<file path="config.mk">
export PLATFORM = sky130hd
export DESIGN_NAME = pio_scan_sequencer
export DESIGN_NICKNAME = d
export VERILOG_FILES = /design/src/rtl/pio_scan_pkg.sv /design/src/rtl/pio_scan_fifo.sv /design/src/rtl/pio_scan_sequencer.sv
export SDC_FILE = /design/constraint.sdc
export NUM_CORES = 1
export LEC_CHECK = 0
export CAP_MARGIN = 20
export CELL_PAD_IN_SITES_DETAIL_PLACEMENT = 0
export CELL_PAD_IN_SITES_GLOBAL_PLACEMENT = 1
export CORE_MARGIN = 10
export CORE_UTILIZATION = 55
export DETAILED_ROUTE_END_ITERATION = 7
export GPL_ROUTABILITY_DRIVEN = 0
export PLACE_DENSITY = 0.82
export SETUP_SLACK_MARGIN = 0.4
export SLEW_MARGIN = 20
export SYNTH_ARGS = -nofsm -noshare
export SYNTH_HDL_FRONTEND = slang
export SYNTH_SLANG_ARGS = --single-unit
export TNS_END_PERCENT = 10
</file>
<file path="constraint.sdc">
create_clock -name clk -period 11.36 [get_ports clk]
set_clock_uncertainty 0.1 [all_clocks]
set_input_delay 2.272 -clock clk [delete_from_list [all_inputs] [get_ports clk]]
set_output_delay 2.272 -clock clk [all_outputs]
set_load 0.01 [all_outputs]
</file>
<file path="src/rtl/pio_scan_pkg.sv">
// Shared types for the PIO scan sequencer: FSM states, FIFO event record and
// a constant-width helper.
package pio_scan_pkg;

  localparam int EVT_CH_W   = 3;
  localparam int EVT_DATA_W = 32;

  typedef enum logic [1:0] {
    S_IDLE,
    S_ISSUE,
    S_WAIT,
    S_CAPTURE
  } state_t;

  // Sized for the widest legal configuration; users slice what they need.
  typedef struct packed {
    logic [EVT_CH_W-1:0]   ch;
    logic [EVT_DATA_W-1:0] data;
  } evt_t;

  function automatic int clog2(input int value);
    int r;
    r = 1;
    while ((1 << r) < value) r = r + 1;
    return r;
  endfunction

endpackage

</file>
<file path="src/rtl/pio_scan_fifo.sv">
// Synchronous event FIFO; a push while full is accepted only alongside a pop.
module pio_scan_fifo
  import pio_scan_pkg::*;
#(
  parameter int DEPTH = 4
) (
  input  logic clk,
  input  logic reset_n,
  input  logic i_push,
  input  evt_t i_data,
  input  logic i_pop,
  output logic o_full,
  output logic o_valid,
  output evt_t o_head
);

  localparam int PTR_W = clog2(DEPTH);

  evt_t             r_mem [DEPTH];
  logic [PTR_W-1:0] r_wr;
  logic [PTR_W-1:0] r_rd;
  logic [PTR_W:0]   r_cnt;
  logic             r_full;
  logic             r_valid;
  logic             w_pop;
  logic             w_push;
  logic [PTR_W:0]   w_cnt_nxt;

  assign w_pop  = i_pop && r_valid;
  assign w_push = i_push && (!r_full || w_pop);

  always_comb begin
    w_cnt_nxt = r_cnt;
    case ({w_push, w_pop})
      2'b10:   w_cnt_nxt = r_cnt + 1'b1;
      2'b01:   w_cnt_nxt = r_cnt - 1'b1;
      default: w_cnt_nxt = r_cnt;
    endcase
  end

  always_ff @(posedge clk or negedge reset_n) begin
    if (!reset_n) begin
      for (int unsigned i = 0; i < DEPTH; i++) r_mem[i] <= '0;
      r_wr    <= '0;
      r_rd    <= '0;
      r_cnt   <= '0;
      r_full  <= 1'b0;
      r_valid <= 1'b0;
    end else begin
      if (w_push) begin
        r_mem[r_wr] <= i_data;
        r_wr        <= r_wr + 1'b1;
      end
      if (w_pop) r_rd <= r_rd + 1'b1;
      r_cnt   <= w_cnt_nxt;
      r_full  <= (w_cnt_nxt == (PTR_W+1)'(DEPTH));
      r_valid <= (w_cnt_nxt != '0);
    end
  end

  assign o_full  = r_full;
  assign o_valid = r_valid;
  assign o_head  = r_mem[r_rd];

endmodule

</file>
<file path="src/rtl/pio_scan_sequencer.sv">
// Time-shares one PIO read path across NUM_CH ports and queues only the
// channels whose captured value differs from the last one reported.
module pio_scan_sequencer
  import pio_scan_pkg::*;
#(
  parameter int NUM_CH     = 4,
  parameter int DATA_W     = 27,
  parameter int READ_LAT   = 1,
  parameter int SCAN_DIV   = 16,
  parameter int FIFO_DEPTH = 4,
  localparam int CH_W      = clog2(NUM_CH)
) (
  input  logic              clk,
  input  logic              reset_n,
  input  logic              enable,
  output logic [CH_W-1:0]   ch_sel,
  output logic [1:0]        address,
  input  logic [31:0]       readdata,
  output logic              evt_valid,
  input  logic              evt_ready,
  output logic [CH_W-1:0]   evt_ch,
  output logic [DATA_W-1:0] evt_data,
  output logic              overflow,
  input  logic              clear_ovf,
  output logic              busy
);

  localparam int CNT_W = clog2(SCAN_DIV);
  localparam logic [CH_W-1:0] LAST_CH = CH_W'(NUM_CH - 1);

  state_t            r_state;
  logic [CH_W-1:0]   r_ch_sel;
  logic [1:0]        r_wait;
  logic [CNT_W-1:0]  r_cnt;
  logic              r_busy;
  logic              r_ovf;
  logic [DATA_W-1:0] r_shadow [NUM_CH];
  logic [NUM_CH-1:0] r_seen;

  logic [DATA_W-1:0] w_sample;
  logic              w_change;
  logic              w_pop;
  logic              w_push;
  logic              w_full;
  logic              w_fifo_valid;
  evt_t              w_evt;
  evt_t              w_head;
  logic              w_unused;

  assign w_sample = readdata[DATA_W-1:0];
  assign w_change = (r_state == S_CAPTURE) &&
                    (!r_seen[r_ch_sel] || (w_sample != r_shadow[r_ch_sel]));
  assign w_pop    = w_fifo_valid && evt_ready;
  assign w_push   = w_change && (!w_full || w_pop);

  always_comb begin
    w_evt      = '0;
    w_evt.ch   = EVT_CH_W'(r_ch_sel);
    w_evt.data = EVT_DATA_W'(w_sample);
  end

  pio_scan_fifo #(
    .DEPTH (FIFO_DEPTH)
  ) u_fifo (
    .clk     (clk),
    .reset_n (reset_n),
    .i_push  (w_push),
    .i_data  (w_evt),
    .i_pop   (w_pop),
    .o_full  (w_full),
    .o_valid (w_fifo_valid),
    .o_head  (w_head)
  );

  always_ff @(posedge clk or negedge reset_n) begin
    if (!reset_n) begin
      r_state  <= S_IDLE;
      r_ch_sel <= '0;
      r_wait   <= '0;
      r_cnt    <= '0;
      r_busy   <= 1'b0;
      r_ovf    <= 1'b0;
      r_seen   <= '0;
      for (int unsigned i = 0; i < NUM_CH; i++) r_shadow[i] <= '0;
    end else begin
      // A dropped event outranks a same-cycle clear.
      if (w_change && !w_push) r_ovf <= 1'b1;
      else if (clear_ovf)      r_ovf <= 1'b0;

      if (r_cnt != '0) r_cnt <= r_cnt - 1'b1;

      case (r_state)
        S_IDLE: begin
          if (enable && (r_cnt == '0)) begin
            r_state  <= S_ISSUE;
            r_cnt    <= CNT_W'(SCAN_DIV - 1);
            r_ch_sel <= '0;
            r_busy   <= 1'b1;
          end
        end
        S_ISSUE: begin
          if (READ_LAT > 1) begin
            r_state <= S_WAIT;
            r_wait  <= 2'(READ_LAT - 2);
          end else begin
            r_state <= S_CAPTURE;
          end
        end
        S_WAIT: begin
          if (r_wait == '0) r_state <= S_CAPTURE;
          else              r_wait  <= r_wait - 1'b1;
        end
        S_CAPTURE: begin
          // Shadow only advances once the event is safely queued.
          if (w_push) begin
            r_shadow[r_ch_sel] <= w_sample;
            r_seen[r_ch_sel]   <= 1'b1;
          end
          if (r_ch_sel == LAST_CH) begin
            r_state <= S_IDLE;
            r_busy  <= 1'b0;
          end else begin
            r_state  <= S_ISSUE;
            r_ch_sel <= r_ch_sel + 1'b1;
          end
        end
        default: r_state <= S_IDLE;
      endcase
    end
  end

  assign ch_sel    = r_ch_sel;
  assign address   = '0;
  assign busy      = r_busy;
  assign overflow  = r_ovf;
  assign evt_valid = w_fifo_valid;
  assign evt_ch    = w_head.ch[CH_W-1:0];
  assign evt_data  = w_head.data[DATA_W-1:0];
  assign w_unused  = ^{readdata, w_head};

endmodule

</file>
==> reports/metrics.csv, run 1 <==
stage;metric;value;unit
finish;Final Instance Count excl. Fillers;1123;
pwr;total chip power;4.40;mW
pwr;leakage power;6.05;nW
place;Placed Cells;1074;
floorplan;Die Ht;169;um
yosys;Mapped Avg Cell Area;15.6;sq um
sta;final hold viol count;0;
sta;Final Slew Violations;0;
sta;setup_tns;0;ns
place;IO buf count;65;
floorplan;die area;28400;sq um
cts;Post-CTS Setup Repair Bufs;0;
yosys;Syn Inst Count;779;
grt;largest net degree at the start of global routing;101;
finish;Finished Core Util;63.2;%
worst_setup_path;endpoint class of the critical path;flip-flop;
grt;number of global-route vias before repair;7421;
floorplan;# IOs;73;
sta;hold_ws;0.371;ns
worst_setup_path;Critical Path Source Type;primary input;
finish;ant diodes;0;
cts;clock sink total;249;
finish;share of layout cells above drive strength 1;37.0;%
yosys;Cell Area, Synth;12100;sq um
finish;most common cell after layout, fill and taps aside;dfrtp_1;
sta;Max-slew headroom;34.8;%
sta;final worst-path cycle share;52.3;%
sta;fmax;168;MHz
yosys;ys async rst share;100;%
place;placed inst area;12800;sq um
floorplan;die width;169;um
outcome;outcome;finished, final reports clean;
worst_setup_path;CP max FO;12;
cts;Root Buffer Master;clkbuf_16;
worst_setup_path;Req. time, crit path;11.67;ns
pwr;Cell Pwr Density;320;nW/um^2
routing;Detailed Route WL;25.3;mm
cts;TritonCTS clock tree;built;
sta;worst slew pin tran;0.973;ns
yosys;Post-synth EDFFs;0;
worst_setup_path;CP arrival;6.25;ns
sta;RSZ-0062 raised after global routing;no;
floorplan;Core Area;21800;sq um
grt;GRT Overall Usage;18.0;%
cts;H-tree levels;1;
yosys;Unique masters post-synth;53;
worst_setup_path;crit path launch;readdata[2];
grt;first-pass GRT wire length;41.6;mm
routing;drt pass-1 iters;5;
floorplan;starting density of the core;55.8;%
finish;Finished Cell Area;13800;sq um
sta;post-layout min period;5.95;ns
yosys;Synth warnings;0;
cts;hold-fix buffers at CTS;0;
worst_setup_path;r2r setup slk;6.58;ns
finish;synthesis-to-layout area growth;13.4;%
grt;grt total ovfl;0;
cts;Num CTS Buffers;27;
min_path;worst hold path class;flip-flop to flip-flop;
routing;vias per cell;5.90;
cts;Clk pin slew, worst setup/hold paths;0.06;ns
routing;starting DRC count in detailed routing;444;
worst_setup_path;worst reg2reg path depth;11;
routing;Detail Route Antenna Nets;0;
cts;Worst-Skew Late Latency;0.53;ns
cts;Post-CTS Resized;0;
finish;# nets final;876;
yosys;most common flop cell mapped by yosys;dfrtp_1;
worst_setup_path;Critical Path End;u_fifo.o_valid$_DFF_PN0_;
floorplan;Rows;54;
finish;most frequent cells in the layout;dfrtp_1 (246), mux2_2 (112), mux2_4 (76);
place;Final HPWL DP;15.9;mm
flow_run;max-cap violations;0;
yosys;sequential element share of the synthesized area;51.3;%
sta;final setup fails;0;
sta;Final WS setup;5.41;ns
worst_setup_path;critical path class;primary input to flip-flop;
yosys;count of state elements after synthesis;249;
cts;CTS Buffer Depth;3;
pwr;VDD IR max;0.144;mV
worst_setup_path;worst r2r src;ch_sel[0]$_DFFE_PN0P_;
grt;initial antenna violation count;0;
routing;DR vias;6627;
routing;final routed DRC violation total;0;
worst_setup_path;RR Endpoint;u_fifo.o_valid$_DFF_PN0_;
place;dpl ws;4.82;ns
routing;wire per inst;22.5;um
==> registers in the layout, indices dropped and copies added (netlist names) <==
name / flops
u_fifo.o_valid: 1
ch_sel: 2
busy: 1
u_fifo.r_rd: 2
r_wait: 2
u_fifo.r_mem: 116
r_seen: 4
u_fifo.r_cnt: 3
r_state: 2
r_cnt: 4
u_fifo.r_wr: 2
r_shadow: 108
overflow: 1
u_fifo.o_full: 1
==> cells in the mapped netlist, drive strengths merged (3+ instances only) <==
cell | number | area share, %
a21oi | 6 | 0.25
a221oi | 3 | 0.22
a2bb2oi | 6 | 0.48
buf | 48 | 3.3
clkbuf | 17 | 0.53
dfrtp | 249 | 51
ha | 15 | 1.5
inv | 15 | 0.46
mux2 | 228 | 24
mux2i | 27 | 2.2
mux4 | 44 | 8.2
nand2 | 11 | 0.40
nand2b | 7 | 0.36
nand3 | 7 | 0.29
nand4 | 5 | 0.26
nor2 | 6 | 0.19
nor3 | 3 | 0.12
nor4 | 4 | 0.43
o211ai | 8 | 1.1
o21ai | 11 | 0.45
or3 | 4 | 0.21
xnor2 | 19 | 1.4
xor2 | 14 | 1.0
==> worst min path at each step <==
stage | endpoint | slack (ns) | depth (start not counted) | from
floorplan | r_seen[3]$_DFFE_PN0P_ | 0.33 | 1 | r_seen[3]$_DFFE_PN0P_
global placement | r_seen[3]$_DFFE_PN0P_ | 0.34 | 1 | r_seen[3]$_DFFE_PN0P_
detailed placement | r_seen[3]$_DFFE_PN0P_ | 0.35 | 1 | r_seen[3]$_DFFE_PN0P_
CTS | r_seen[2]$_DFFE_PN0P_ | 0.37 | 1 | r_seen[2]$_DFFE_PN0P_
global route | r_wait[0]$_DFFE_PN0P_ | 0.38 | 1 | r_wait[0]$_DFFE_PN0P_
finish | r_wait[0]$_DFFE_PN0P_ | 0.37 | 1 | r_wait[0]$_DFFE_PN0P_
==> power breakdown <==
group / internal, mW / leakage, nW / total [mW] / switching (mW)
sequential: 1.34 / 2.94 / 1.60 / 0.262
clock: 0.546 / 0.458 / 0.895 / 0.349
combinational: 1.12 / 2.65 / 1.91 / 0.788
total: 3.00 / 6.05 / 4.40 / 1.40
==> final cells by class <==
type,count,area (sq um)
Sequential cell,249,6230
Clock inverter,8,100
Multi-Input combinational cell,451,5430
Clock buffer,41,828
Inverter,15,56.3
Fill cell,1574,8000
Timing Repair Buffer,79,764
Tap cell,280,350
==> critical path, stage by stage <==
cell             delay, ns
clkdlybuf4s50_1       0.79
xnor2_1               0.19
nand3_1               0.10
a2111oi_1             0.62
o2111ai_4             0.44
o21ai_1               0.48
ha_1                  0.28
fa_1                  0.42
mux2_2                0.30
or3_1                 0.35
==> kinds of logic after synthesis <==
group | Yosys count | share of synthesized area (%)
buffers and inverters | 80 | 4.30
AO/OA/AOI/OAI | 49 | 3.81
XOR/XNOR | 33 | 2.38
flip-flops | 249 | 51.3
other | 1 | 0.0309
AND/OR/NAND/NOR | 52 | 2.52
multiplexers | 299 | 33.9
adder cells (fa/ha/maj) | 16 | 1.71
==> routing by layer <==
layer  vias to the layer above  wire [um]  global-route usage [%]
met1                      3556      11200                    23.4
met3                        32        913                    3.03
li1                       2927          -                       -
met4                         0        572                    4.96
met5                         -          0                       0
met2                       112      12600                    30.4
(Power assumes the default switching activity.)
==> run 2, diff against run 1 <==
CORE_UTILIZATION = 46   (was 55)
PLACE_DENSITY = 0.72   (was 0.82)
clock period = 4.9 ns   (was 11.36 ns; I/O delays follow)
==> run 2 against run 1 <==
- combinational power up 130%
- cell count up 7.3%
- non-clock buffer count up 25
- clock power up 150%
- die area up 17%
- total power up 140%
- sequential share of layout area down 1.2 points
- critical path type is now flip-flop to flip-flop
- highest routed layer unchanged
==> reports/metrics.csv, run 2 (synthesis gave the netlist of run 1 again) <==
stage;metric;value;unit;change
sta;final hold viol count;0;;unchanged
worst_setup_path;critical path class;flip-flop to flip-flop;;
cts;TritonCTS clock tree;built;;
floorplan;# IOs;73;;unchanged
worst_setup_path;crit-path most repeated cell;buf_4;;
finish;most common cell after layout, fill and taps aside;dfrtp_1;;
worst_setup_path;Req. time, crit path;5.21;ns;-6.46 ns
routing;starting DRC count in detailed routing;245;;-45%
worst_setup_path;Critical Path Source Type;flip-flop;;
finish;most flop-heavy register;u_fifo.r_mem;;
sta;fmax;237;MHz;
grt;GRT Overall Usage;15.6;%;-2.4 points
finish;Finished Cell Area;14200;sq um;+2.9%
cts;Root Buffer Master;clkbuf_16;;
place;dpl ws;0.150;ns;-4.67 ns
grt;number of global-route vias before repair;7544;;+1.7%
grt;largest net degree at the start of global routing;119;;+18%
sta;setup_tns;0;ns;unchanged
sta;final setup fails;0;;unchanged
sta;RSZ-0062 raised after global routing;no;;
routing;DR vias;6663;;+0.54%
floorplan;Die Ht;182;um;+8.2%
place;Final HPWL DP;17.3;mm;+8.7%
cts;Clk pin slew, worst setup/hold paths;0.06;ns;about the same
worst_setup_path;biggest cell delay along the critical path;0.75;ns;-0.04 ns
pwr;leakage power;6.23;nW;+3.0%
worst_setup_path;Slowest-stage cell, CP;dfrtp_2;;
cts;clock sink total;249;;unchanged
pwr;combinational fraction of design power;42.4;%;-0.9 points
pwr;VDD IR max;0.486;mV;+240%
routing;vias per cell;5.53;;-6.3%
worst_setup_path;CP max FO;18;;+6
sta;final worst-path cycle share;86.0;%;
routing;Detail Route Antenna Nets;0;;unchanged
finish;synthesis-to-layout area growth;16.6;%;
sta;worst slew pin tran;0.894;ns;-0.0790 ns
sta;post-layout min period;4.21;ns;
worst_setup_path;crit path cell chain;buf_4, mux2i_1, o21ai_0, a2111oi_1, buf_4, o2111ai_4, o21ai_1, ha_1, fa_1, mux2_2, or3_1;;
flow_run;max-cap violations;0;;unchanged
sta;Max-slew headroom;40.4;%;+5.6 points
finish;Reg area;6240;sq um;about the same
cts;Worst-Skew Late Latency;0.54;ns;about the same
finish;Finished Core Util;54.5;%;-8.8 points
cts;hold-fix buffers at CTS;0;;unchanged
finish;fill count;2066;;+31%
grt;first-pass GRT wire length;42.1;mm;+1.2%
place;IO buf count;65;;unchanged
sta;Final Slew Violations;0;;unchanged
pwr;internal power;7.16;mW;+140%
pwr;total chip power;10.4;mW;+140%
worst_setup_path;CP arrival;4.52;ns;-1.73 ns
floorplan;die area;33300;sq um;+17%
grt;initial antenna violation count;0;;unchanged
finish;area of the multi-input gates;5430;sq um;unchanged
routing;drt pass-1 iters;4;;-1
worst_setup_path;endpoint class of the critical path;flip-flop;;
floorplan;starting density of the core;46.7;%;-9.1 points
cts;H-tree levels;1;;unchanged
worst_setup_path;r2r setup slk;0.69;ns;-5.89 ns
cts;CTS Buffer Depth;3;;unchanged
routing;Detailed Route WL;25.9;mm;+2.3%
finish;most frequent cells in the layout;dfrtp_1 (246), mux2_2 (112), mux2_4 (76);;
floorplan;Rows;59;;+9.3%
pwr;clock power share;21.3;%;+0.9 points
grt;grt total ovfl;0;;unchanged
finish;# nets final;902;;+3.0%
routing;final routed DRC violation total;0;;unchanged
worst_setup_path;delay-heaviest family, CP;compound AO/OA/AOI/OAI gates;;
floorplan;die width;182;um;+8.2%
outcome;outcome;finished, final reports clean;;
pwr;Sw Pwr;3.25;mW;+130%
pwr;Sw Share;31.2;%;-0.57 points
cts;Num CTS Buffers;28;;+3.7%
pwr;sequential group share of total power;36.3;%;about the same
min_path;worst hold path class;flip-flop to flip-flop;;
worst_setup_path;Critical path buffers and inverters;2;;+1
sta;Final WS setup;0.688;ns;-4.73 ns
routing;wire per inst;21.5;um;-4.7%
floorplan;Core Area;26000;sq um;+19%
finish;Largest register FFs;116;;unchanged
pwr;Cell Pwr Density;735;nW/um^2;+130%
place;placed inst area;13100;sq um;+2.5%
finish;top flop regs;u_fifo.r_mem: 116 flops, r_shadow: 108 flops;;
finish;share of layout cells above drive strength 1;38.9;%;+1.9 points
run 2: final cells by class:
type / count / share of cell area, %
flip-flops and latches: 249 / 44.1
multi-input cells: 451 / 38.3
repair buffers: 104 / 7.14
clock buffers: 44 / 6.30
well taps: 335 / 2.96
clock inverters: 6 / 0.769
inverters: 15 / 0.398
diodes: 1 / 0.0177
run 2: power groups by stage:
| stage | Clock [mW] | Sequential, mW | Combinational, mW |
|---|---|---|---|
| 2_1_floorplan | 0 | 3.48 | 3.37 |
| 3_3_place_gp | 0 | 3.69 | 4.35 |
| 3_5_place_dp | 0 | 3.80 | 4.48 |
| 4_1_cts | 2.27 | 3.77 | 4.50 |
| 5_1_grt | 2.36 | 3.90 | 4.77 |
| 6_report | 2.22 | 3.77 | 4.42 |
run 2: path summary, 6_finish.rpt:
check	to	cells past startpoint	start
max	u_fifo.o_valid$_DFF_PN0_	11	ch_sel[1]$_DFFE_PN0P_
min	r_seen[3]$_DFFE_PN0P_	1	r_seen[3]$_DFFE_PN0P_
max reg2reg	u_fifo.o_valid$_DFF_PN0_	11	ch_sel[1]$_DFFE_PN0P_
min reg2reg	r_seen[3]$_DFFE_PN0P_	1	r_seen[3]$_DFFE_PN0P_
max in group asynchronous	r_shadow[74]$_DFFE_PN0P_	2	reset_n
min in group asynchronous	u_fifo.r_mem[138]$_DFFE_PN0P_	1	reset_n
run 2: per-stage QoR:
stage / hold WS, ns / cells
finish: 0.364 / 1205
global placement: 0.343 / 1154
CTS: 0.369 / 1204
detailed placement: 0.348 / 1154
floorplan: 0.325 / 780
global route: 0.386 / 1204
run 2: what timing repair did:
item / CTS / global route
hold endpoints to repair: 0 / 0
setup buffers: 0 / 0
resized for setup: 0 / 1
endpoints found under the setup margin: 0 / 1
run 2: per-layer routing:
| metal | routed length, um | GRT usage [%] |
|---|---|---|
| met5 | 0 | 0 |
| met4 | 471 | 3.81 |
| met3 | 995 | 2.93 |
| met1 | 11500 | 19.9 |
| met2 | 12900 | 26.8 |
run 2: worst reg2reg max path, cell delays in order (launching register included):
cell       delay [ns]
dfrtp_2          0.75
buf_4            0.36
mux2i_1          0.25
o21ai_0          0.18
a2111oi_1        0.41
buf_4            0.20
o2111ai_4        0.13
o21ai_1          0.38
ha_1             0.27
fa_1             0.42
mux2_2           0.29
or3_1            0.36
